### src/rtl/pc_update.sv
// Program-counter register with next-PC selection for jXX/call/ret/sequential flow.
// Optional build macro PC_UPDATE_HALT_EN: when defined, icode 4'h0 (halt) freezes pc.
module pc_update #(
   parameter logic [63:0] RESET_PC = 64'h0
) (
   input  logic        clk,
   input  logic        rst_n,
   input  logic [3:0]  icode,
   input  logic [63:0] valC,
   input  logic [63:0] valP,
   input  logic [63:0] valM,
   input  logic        cnd,
   output logic [63:0] pc
);

   localparam logic [3:0] ICODE_HALT = 4'h0;
   localparam logic [3:0] ICODE_JXX  = 4'h7;
   localparam logic [3:0] ICODE_CALL = 4'h8;
   localparam logic [3:0] ICODE_RET  = 4'h9;

   logic [63:0] r_pc;
   logic [63:0] w_next_pc;

   always_comb begin
      w_next_pc = valP;
      case (icode)
         ICODE_JXX:  w_next_pc = cnd ? valC : valP;
         ICODE_CALL: w_next_pc = valC;
         ICODE_RET:  w_next_pc = valM;
`ifdef PC_UPDATE_HALT_EN
         ICODE_HALT: w_next_pc = r_pc;
`else
         ICODE_HALT: w_next_pc = valP;
`endif
         default:    w_next_pc = valP;
      endcase
   end

   always_ff @(posedge clk or negedge rst_n) begin
      if (!rst_n) begin
         r_pc <= RESET_PC;
      end else begin
         r_pc <= w_next_pc;
      end
   end

   assign pc = r_pc;

endmodule

### config.mk
export PLATFORM = sky130hd
export DESIGN_NAME = pc_update
export DESIGN_NICKNAME = d
export VERILOG_FILES = /design/src/rtl/pc_update.sv
export SDC_FILE = /design/constraint.sdc
export NUM_CORES = 1
export LEC_CHECK = 0
export BUFFER_PORTS_ARGS = -buffer_cell sky130_fd_sc_hd__buf_2
export CAP_MARGIN = 20
export CORE_MARGIN = 2
export CORE_UTILIZATION = 44
export CTS_BUF_LIST = sky130_fd_sc_hd__clkbuf_4 sky130_fd_sc_hd__clkbuf_8
export CTS_CLUSTER_SIZE = 8
export DETAILED_ROUTE_END_ITERATION = 12
export PLACE_DENSITY = 0.82
export SYNTH_ARGS = -nofsm -noshare
export SYNTH_HDL_FRONTEND = slang
export SYNTH_SLANG_ARGS = --single-unit
### constraint.sdc
create_clock -name clk -period 0.8 [get_ports clk]
set_input_delay 0.16 -clock clk [delete_from_list [all_inputs] [get_ports clk]]
set_output_delay 0.16 -clock clk [all_outputs]
set_load 0.1 [all_outputs]
==> results of run 1 <==
## cell families after synthesis
kind of cell / Yosys count
mux: 64
compound gates: 128
buf+inv: 49
simple gates: 69
flops: 64
## cell usage after synthesis (all sizes together)
library cell	instances
dfrtp	64
clkbuf	4
mux2	64
nor3	64
buf	45
nor4bb	1
and4b	1
a21oi	64
nor4b	1
or2	1
nor3b	1
a222oi	64
## stage by stage
stage | setup TNS, ns | area, um2 | utilization | setup WS [ns]
floorplan | -27.09 | 4420 | - | -0.433
detailed placement | -43.03 | 7120 | 0.775 | -0.742
CTS | -43.12 | 8850 | 0.963 | -0.384
global placement | -39.98 | 7120 | 0.775 | -0.661
## timing repair
action | in CTS
setup buffers | 30
pin swaps | 55
cloned | 32
hold buffers | 1
hold endpoints to repair | 64
gates resized for setup | 108
endpoints found under the setup margin | 128
==> results.ini, run 1 <==
[run_status]
firstError=[ERROR DPL-0038] Utilization greater than 100%, impossible to legalize
status=stopped before the end
stop_stage=global routing (5_1_grt)

[synthesis]
ys_seq_area_frac=0.386
synthXorXnorAreaFrac=0
synth_top_area_cell=dfrtp_1
yosysWarnings=0
synth-simple-area-share=0.0874
ys_ff_latch=64
synth_adder_area_share=0
netlist.area_leader.share=0.386
synth_mux_area_frac=0.228
synth_cell_type_count=16
syn_area_um2=4150
synth_top_family_by_area=compound AO/OA/AOI/OAI gates
avgSynthCellArea_um2=11.1
syn_inst=374
ys_top_cells_by_area=dfrtp_1, mux2_4, a222oi_1
synth_compound_area_frac=0.232
syn_nets=573

[cts]
cts_sinks=64
cts_buffers=9
h-tree-depth=3
clockBufferDepth=2
cts-root-buf=clkbuf_8

[floorplan]
fp.dieH_um=101
num_rows=35
start_util=0.451
io_pins=263
dieWidth_um=101

[placement]
port_buffers=262
gp_congestion=0.910
dp_cells=757
hpwlAfterDp_mm=12.1

[sta]
worstEpCategory=sequential cell input
crit_endpoint=pc[38]$_DFF_PN0_/D

[grt]
grt_max_degree=36

==> inputs of run 2 (changes only) <==
CORE_UTILIZATION = 40   (was 44)
CTS_BUF_LIST = default   (was sky130_fd_sc_hd__clkbuf_4 sky130_fd_sc_hd__clkbuf_8)
CTS_CLUSTER_SIZE = default   (was 8)
PLACE_DENSITY = default   (was 0.82)
PLACE_DENSITY_LB_ADDON = 0.15   (was default)
==> results.ini, run 2 <==
[run_status]
status=finished with violations  ; was stopped before the end
violations=setup timing

[cts]
clockBufferDepth=2  ; unchanged
clk_pin_slew_ns=0.08
h-tree-depth=3  ; unchanged
cts_sinks=64  ; unchanged
cts_tree=yes
cts-root-buf=clkbuf_8  ; unchanged
cts_buffers=9  ; unchanged

[power]
swShare=0.402
seq_power_share=0.298
p_int_mw=8.06
fin_total_pwr_mw=13.5
max-vdd-ir-drop_mv=1.16
clockPowerShare=0.200
p_leak_nw=3.91
pwr-share-comb=0.502
powerDensity_nw_per_um2=1530
p_sw_mw=5.41

[grt]
grt.overflow.total=0
grt_pass1_vias=5606
antenna_found_initial=0
grtUsageMet2=0.603
grt_use_met3=0.0736
grtUsageMet1=0.434
grt_pass1_wl_mm=30.6
grt_busiest_layer=met2
grt_max_degree=38
grt_usage=0.357

[sta]
rsz0062_at_grt=yes
hold_viol=0
period_minus_slack_ns=1.19
tightest_slew_ns=0.434
finalCritPeriodShare=1.49
drv_slew=0
finalSetupViolCount=128
relSlewSlack=0.711
fin_ws_ns=-0.394
max_freq_mhz=838

[detailed_routing]
ant_nets=0
vias=5236
drt-pass1-iter-count=9
wirelength_mm=20.7
drt-vias-per-instance=6.10
drc=0
avgRoutedWirePerCell_um=24.0
drtIter0Drc=614

[worst_setup_path]
crit_required_ns=0.64
worst_path_max_delay_cell=dfrtp_4
max_stage_delay_ns=0.50
crit_family=flip-flops
crit_chain=buf_12
critPathMaxFanout=1
cp-start-kind=register
critPathArrivalTime_ns=1.03
endpoint_kind=output pin
path_class=reg -> out
cp_num_buf_inv=1

[synthesis]
synth_top_area_cell=dfrtp_1  ; unchanged
ys_ff_latch=64  ; unchanged
syn_area_um2=4150  ; unchanged
yosysWarnings=0  ; unchanged
avgSynthCellArea_um2=11.1  ; unchanged
async_reset_ff_frac=1.00  ; unchanged
ys_top_cells_by_count=a21oi_1, a222oi_1, dfrtp_1, nor3_1, mux2_4  ; unchanged
ys_seq_area_frac=0.386  ; unchanged
synth_cell_type_count=16  ; unchanged
synth_edf_count=0  ; unchanged
syn_inst=374  ; unchanged
netlist.area_leader.share=0.386  ; unchanged
syn_nets=573  ; unchanged
ys.flop_type=dfrtp_1  ; unchanged
ys_top_cells_by_area=dfrtp_1, mux2_4, a222oi_1  ; unchanged

[floorplan]
io_pins=263  ; unchanged
fp.dieH_um=106  ; was 101 um
core-area_um2=10200
start_util=0.407  ; was 0.451
num_rows=37  ; was 35
die_area_um2=11200
dieWidth_um=106  ; was 101 um

[worst_hold_path]
hold_class=in -> reg
hold_path_depth=3
hold_end=pc[53]
worstHoldStart=valP[53]

[final_layout]
largest_reg_flops=64
syn_to_final_growth_pct=112
final_cell_mix=buf_2, buf_12, a222oi_1, dfrtp_4, mux2_4
final_common_cell=buf_2
drive_gt1_frac=0.797
layout.nets=917
fillers=520
diodes=0

[placement]
port_buffers=262  ; unchanged
hpwlAfterDp_mm=11.5  ; was 12.1 mm
gp_congestion=0.805  ; was 0.910
post-place-ws_ns=-0.763  ; was -0.742 ns

[job]
max_cap_violations=0

run 2: cells by family after synthesis:
group / share of synthesized area
compound gates: 0.232
simple gates: 0.0874
mux: 0.228
flops: 0.386
buf+inv: 0.0672
run 2: area by class of cell:
type,instances,area [um2],area share
Tap cell,136,170,0.0193
Clock inverter,3,15.0,0.00171
Multi-Input combinational cell,262,2530,0.287
Sequential cell,64,1840,0.209
Timing Repair Buffer,381,4070,0.463
Clock buffer,13,169,0.0192
run 2: how the worst max path moves through the flow:
stage                     endpoint  slack [ns]  cells past startpoint  startpoint
after global routing         pc[7]       -0.41                      1       pc[7]
after CTS                    pc[3]       -0.40                      1       pc[3]
after detailed placement    pc[19]       -0.76                      5         cnd
after global placement      pc[23]       -0.64                      5         cnd
final                        pc[7]       -0.39                      1       pc[7]
after floorplan             pc[10]       -0.43                      5         cnd
run 2: metrics by stage:
stage               instance area (um2)  setup TNS (ns)  hold slack (ns)  std cells  utilization
floorplan                          4420          -27.09           -0.136        374            -
global placement                   7190          -38.47            0.210        787        0.706
detailed placement                 7190          -40.49            0.215        787        0.706
CTS                                8800          -40.31           0.0545        862        0.864
global route                       8800          -43.85           0.0788        859        0.864
finish                             8800          -40.67           0.0706        859        0.864
run 2: power groups by stage:
stage               clock network (mW)  logic [mW]  registers [mW]
finish                            2.70        6.76            4.02
global route                      2.85        6.95            4.05
CTS                               2.71        6.67            4.02
detailed placement                   0        5.85            4.09
global placement                     0        5.75            4.08
floorplan                            0        1.11            6.24
run 2: timing repair:
item	CTS	global route
resized for setup	146	9
hold endpoints to repair	64	0
endpoints found under the setup margin	128	128
cloned	26	3
hold buffers	1	0
pin swaps	85	46
setup buffers	33	3
run 2: layer usage:
| layer | share of wire | wire length [um] |
|---|---|---|
| met3 | 0.090 | 1850 |
| met2 | 0.50 | 10300 |
| met5 | 0 | 0 |
| met4 | 0.035 | 728 |
| met1 | 0.38 | 7830 |
Note: power is estimated with default switching activity, not from simulation.
==> inputs of run 3 (changes only) <==
REMOVE_ABC_BUFFERS = 1   (was default)
==> results.ini, run 3 (synthesis results as in run 2) <==
[worst_setup_path]
critPathArrivalTime_ns=1.36  ; was 1.03 ns
cp-start-kind=primary input  ; was register
endpoint_kind=register  ; was output pin
path_class=in -> reg  ; was reg -> out
critPathMaxFanout=30  ; was 1
crit_required_ns=1.01  ; was 0.64 ns

[grt]
antenna_found_initial=0  ; unchanged
grt_pass1_wl_mm=29.5  ; was 30.6 mm
grt_usage=0.347  ; was 0.357
grt_pass1_vias=5389  ; was 5606
grt_max_degree=34  ; was 38
grt.overflow.total=0  ; unchanged

[floorplan]
io_pins=263  ; unchanged
start_util=0.407  ; unchanged
die_area_um2=11200  ; unchanged
num_rows=37  ; unchanged
dieWidth_um=106  ; unchanged
core-area_um2=10200  ; unchanged
fp.dieH_um=106  ; unchanged

[detailed_routing]
vias=5234  ; was 5236
drt-pass1-iter-count=8  ; was 9
wirelength_mm=20.6  ; was 20.7 mm
drtIter0Drc=763  ; was 614
avgRoutedWirePerCell_um=24.1  ; was 24.0 um
ant_nets=0  ; unchanged
drc=0  ; unchanged
drt-vias-per-instance=6.14  ; was 6.10

[cts]
cts-root-buf=clkbuf_8  ; unchanged
clk_pin_slew_ns=0.08  ; about the same
cts_tree=yes  ; unchanged
h-tree-depth=3  ; unchanged
clockBufferDepth=2  ; unchanged
cts_buffers=9  ; unchanged
cts_sinks=64  ; unchanged

[power]
max-vdd-ir-drop_mv=0.929  ; was 1.16 mV
powerDensity_nw_per_um2=1550  ; was 1530 nW/um2
p_leak_nw=3.88  ; was 3.91 nW

[run_status]
violations=setup timing  ; unchanged
status=finished with violations  ; unchanged

[job]
max_cap_violations=0  ; unchanged

[final_layout]
fillers=593  ; was 520
final_common_cell=buf_2  ; unchanged
syn_to_final_growth_pct=101  ; was 112%
diodes=0  ; unchanged
fin_area_um2=8330  ; was 8800 um2
layout.nets=910  ; was 917
final_cell_mix=buf_2, buf_12, a222oi_1  ; was buf_2, buf_12, a222oi_1, dfrtp_4, mux2_4
drive_gt1_frac=0.679  ; was 0.797
largest_reg_flops=64  ; unchanged

[placement]
port_buffers=262  ; unchanged
gp_congestion=0.806  ; was 0.805
place_area_um2=6980  ; was 7190 um2
hpwlAfterDp_mm=11.1  ; was 11.5 mm

[sta]
fin_ws_ns=-0.352  ; was -0.394 ns
drv_slew=0  ; unchanged
rsz0062_at_grt=yes  ; unchanged
hold_viol=0  ; unchanged
finalCritPeriodShare=1.44  ; was 1.49
tightest_slew_ns=0.493  ; was 0.434 ns
setup_tns_ns=-35.36  ; was -40.67 ns
max_freq_mhz=868  ; was 838 MHz
period_minus_slack_ns=1.15  ; was 1.19 ns
finalSetupViolCount=128  ; unchanged
relSlewSlack=0.671  ; was 0.711

[worst_hold_path]
hold_path_depth=3  ; unchanged
hold_class=in -> reg  ; unchanged

## run 3: changes by cell type in the layout (fill, tap and decap cells not counted), sizes merged
cell	change
buf	-8
clkbuf	+2
and4b	-1
bufbuf	-1
clkinv	-1
clkinvlp	+1
or2	+1
## run 3: path summary, 6_finish.rpt
kind	from	to	slack [ns]
max	icode[2]	pc[46]	-0.35
min	valP[45]	pc[45]	0.09
max in group asynchronous	rst_n	pc[44]	0.19
min in group asynchronous	rst_n	pc[38]	0.40
## run 3: through the flow
step	util	setup WS (ns)	hold slack [ns]	power, mW	std cells
after global routing	0.818	-0.387	0.103	13.2	852
after detailed placement	0.685	-0.738	0.177	9.72	787
final	0.818	-0.352	0.0890	12.9	852
after CTS	0.824	-0.338	0.0780	12.9	856
after floorplan	-	-4.83	-0.136	6.95	325
after global placement	0.685	-0.668	0.176	9.62	787
## run 3: per-layer routing
| layer | wire length, um | up-vias | track usage |
|---|---|---|---|
| met4 | 600 | 0 | 0.127 |
| met5 | 0 | - | 0 |
| li1 | - | 2234 | - |
| met3 | 2030 | 66 | 0.0804 |
| met2 | 10600 | 404 | 0.626 |
| met1 | 7280 | 2530 | 0.398 |
## run 3: repair_timing
action,CTS,global route
pin swaps,73,67
gates resized for setup,82,28
hold buffers,1,0
endpoints found under the hold margin,64,0
gates cloned,26,5
buffers inserted,26,7
endpoints found under the setup margin,128,128
## run 3: worst max-delay path: stages
cell and delay, ns:
buf_8 0.10, and4b_4 0.24, buf_4 0.26, a222oi_1 0.49, a21oi_2 0.09
## run 3: where the power goes
part / switching (mW) / total, mW / internal (mW)
sequential: 0.270 / 3.82 / 3.55
combinational: 3.74 / 6.56 / 2.82
clock: 1.31 / 2.52 / 1.21
total: 5.32 / 12.9 / 7.57
## run 3: area by class of cell
type | instances | area [um2] | area share
Timing Repair Buffer | 374 | 3950 | 0.474
Clock buffer | 13 | 149 | 0.0179
Sequential cell | 64 | 1600 | 0.192
Tap cell | 136 | 170 | 0.0204
Clock inverter | 3 | 17.5 | 0.00210
Multi-Input combinational cell | 262 | 2450 | 0.294
==> inputs of run 4 (changes only) <==
CORE_UTILIZATION = 43   (was 40)
clock period = 1.1 ns   (was 0.8 ns; I/O delays follow)
==> results.ini, run 4 (synthesis results as in run 2) <==
[final_layout]
layout.nets=874  ; was 910
drive_gt1_frac=0.622  ; was 0.679
syn_to_final_growth_pct=84.8  ; was 101%
final_common_cell=buf_2  ; unchanged
fin_area_um2=7670  ; was 8330 um2
fin_util=0.826  ; was 0.818
final_cells=809  ; was 852
largest_reg_flops=64  ; unchanged
final_cell_mix=buf_2, buf_12, a222oi_1, nor3_1, dfrtp_1  ; was buf_2, buf_12, a222oi_1
diodes=0  ; unchanged
fillers=556  ; was 593

[floorplan]
die_area_um2=10500  ; was 11200 um2
num_rows=35  ; was 37
start_util=0.447  ; was 0.407
dieWidth_um=102  ; was 106 um
fp.dieH_um=102  ; was 106 um
core-area_um2=9280  ; was 10200 um2
io_pins=263  ; unchanged

[placement]
place_area_um2=6850  ; was 6980 um2
hpwlAfterDp_mm=11.0  ; was 11.1 mm
dp_cells=768  ; was 787
port_buffers=262  ; unchanged
gp_congestion=0.854  ; was 0.806

[worst_hold_path]
hold_path_depth=3  ; unchanged
hold_class=in -> reg  ; unchanged
hold_end=pc[10]  ; was pc[45]
worstHoldStart=valP[10]  ; was valP[45]

[detailed_routing]
wirelength_mm=18.4  ; was 20.6 mm
vias=4985  ; was 5234
drc=0  ; unchanged
drtIter0Drc=500  ; was 763
drt-vias-per-instance=6.16  ; was 6.14
avgRoutedWirePerCell_um=22.7  ; was 24.1 um
drt-pass1-iter-count=9  ; was 8
ant_nets=0  ; unchanged

[sta]
max_freq_mhz=848
drv_slew=0  ; unchanged
setup_tns_ns=-2.82  ; was -35.36 ns
relSlewSlack=0.743  ; was 0.671
fin_ws_ns=-0.0799  ; was -0.352 ns
period_minus_slack_ns=1.18
hold_viol=0  ; unchanged
finalSetupViolCount=78  ; was 128
rsz0062_at_grt=yes  ; unchanged
finalCritPeriodShare=1.07
tightest_slew_ns=0.385  ; was 0.493 ns

[grt]
grt_busiest_layer=met2  ; unchanged
grt_pass1_wl_mm=24.5  ; was 29.5 mm
grt_use_met3=0.0848  ; was 0.0804
grt_pass1_vias=5039  ; was 5389
grt_usage=0.303  ; was 0.347
grt.overflow.total=0  ; unchanged
grtUsageMet2=0.529  ; was 0.626
grtUsageMet1=0.335  ; was 0.398
grt_max_degree=65  ; was 34
antenna_found_initial=0  ; unchanged

[power]
powerDensity_nw_per_um2=1210  ; was 1550 nW/um2
max-vdd-ir-drop_mv=0.666  ; was 0.929 mV
seq_power_share=0.300  ; was 0.296
p_sw_mw=3.76  ; was 5.32 mW
p_leak_nw=3.61  ; was 3.88 nW
swShare=0.407  ; was 0.413
fin_total_pwr_mw=9.25  ; was 12.9 mW
pwr-share-comb=0.483  ; was 0.509
clockPowerShare=0.217  ; was 0.195
p_int_mw=5.49  ; was 7.57 mW

[worst_setup_path]
worst_path_max_delay_cell=nor4bb_4  ; was a222oi_1
critPathMaxFanout=7  ; was 30
critPathArrivalTime_ns=1.42  ; was 1.36 ns
crit_chain=buf_6 > nor4bb_4 > buf_6 > clkbuf_16 > a222oi_1 > a21oi_1  ; was buf_8 > and4b_4 > buf_4 > a222oi_1 > a21oi_2
cp-start-kind=primary input  ; unchanged
endpoint_kind=register  ; unchanged
path_class=in -> reg  ; unchanged
crit_required_ns=1.34  ; was 1.01 ns
max_stage_delay_ns=0.36  ; was 0.49 ns
timing.critical_path.mode_cell=buf_6

[cts]
cts_tree=yes  ; unchanged
cts_sinks=64  ; unchanged
cts-root-buf=clkbuf_8  ; unchanged
h-tree-depth=3  ; unchanged
cts_buffers=9  ; unchanged
clk_pin_slew_ns=0.08  ; about the same
clockBufferDepth=2  ; unchanged

[job]
max_cap_violations=0  ; unchanged

[run_status]
status=finished with violations  ; unchanged
violations=setup timing  ; unchanged

==> run 4: cell count changes in the layout (fill, tap and decap cells not counted), sizes merged <==
| cell | previous run | this run |
|---|---|---|
| buf | 368 | 327 |
| clkbuf | 18 | 22 |
| and4b | 1 | 2 |
| bufinv | 0 | 1 |
| clkinv | 2 | 3 |
| clkinvlp | 1 | 0 |
| or2 | 2 | 1 |
==> run 4: worst max-delay path by stage <==
stage | endpoint | cells after the start | startpoint
6_report | pc[30] | 6 | icode[1]
4_1_cts | pc[56] | 1 | pc[56]
3_3_place_gp | pc[45] | 5 | cnd
3_5_place_dp | pc[15] | 5 | cnd
5_1_grt | pc[57] | 1 | pc[57]
2_1_floorplan | pc[0] | 3 | icode[2]
==> run 4: critical path, delay by kind of cell <==
kind / cells / cell delay [ns]
AO/OA/AOI/OAI: 2 / 0.36
AND/OR/NAND/NOR: 1 / 0.36
buffers and inverters: 3 / 0.48
==> run 4: metal layers <==
layer  share of wire  vias up
met5               0        -
met4           0.043        0
met3            0.10       64
met2            0.50      368
met1            0.36     2391
li1                -     2162
==> run 4: stage by stage <==
stage,worst slack (ns),hold slack [ns]
floorplan,-4.59,-0.0756
global placement,-0.426,0.268
detailed placement,-0.468,0.266
CTS,-0.0824,0.129
global route,-0.105,0.136
finish,-0.0799,0.153
==> run 4: area by class of cell <==
type,count,area [um2],area share
Clock buffer,12,135,0.0176
Clock inverter,4,45.0,0.00587
Multi-Input combinational cell,262,2340,0.306
Sequential cell,64,1600,0.209
Tap cell,129,161,0.0210
Timing Repair Buffer,338,3380,0.441
==> run 4: power groups by stage <==
stage,sequential (mW),clock [mW],combinational [mW]
6_report,2.78,2.00,4.47
5_1_grt,2.80,2.13,4.61
4_1_cts,2.78,2.01,4.32
3_5_place_dp,2.82,0,4.20
3_3_place_gp,2.81,0,4.13
2_1_floorplan,4.36,0,0.698
==> run 4: timing repair <==
action	in CTS	in global routing
setup endpoints to repair	119	124
hold buffers	1	0
gates cloned	6	14
gates resized for setup	16	24
buffers inserted	1	4
pin swaps	10	55
hold endpoints to repair	64	0
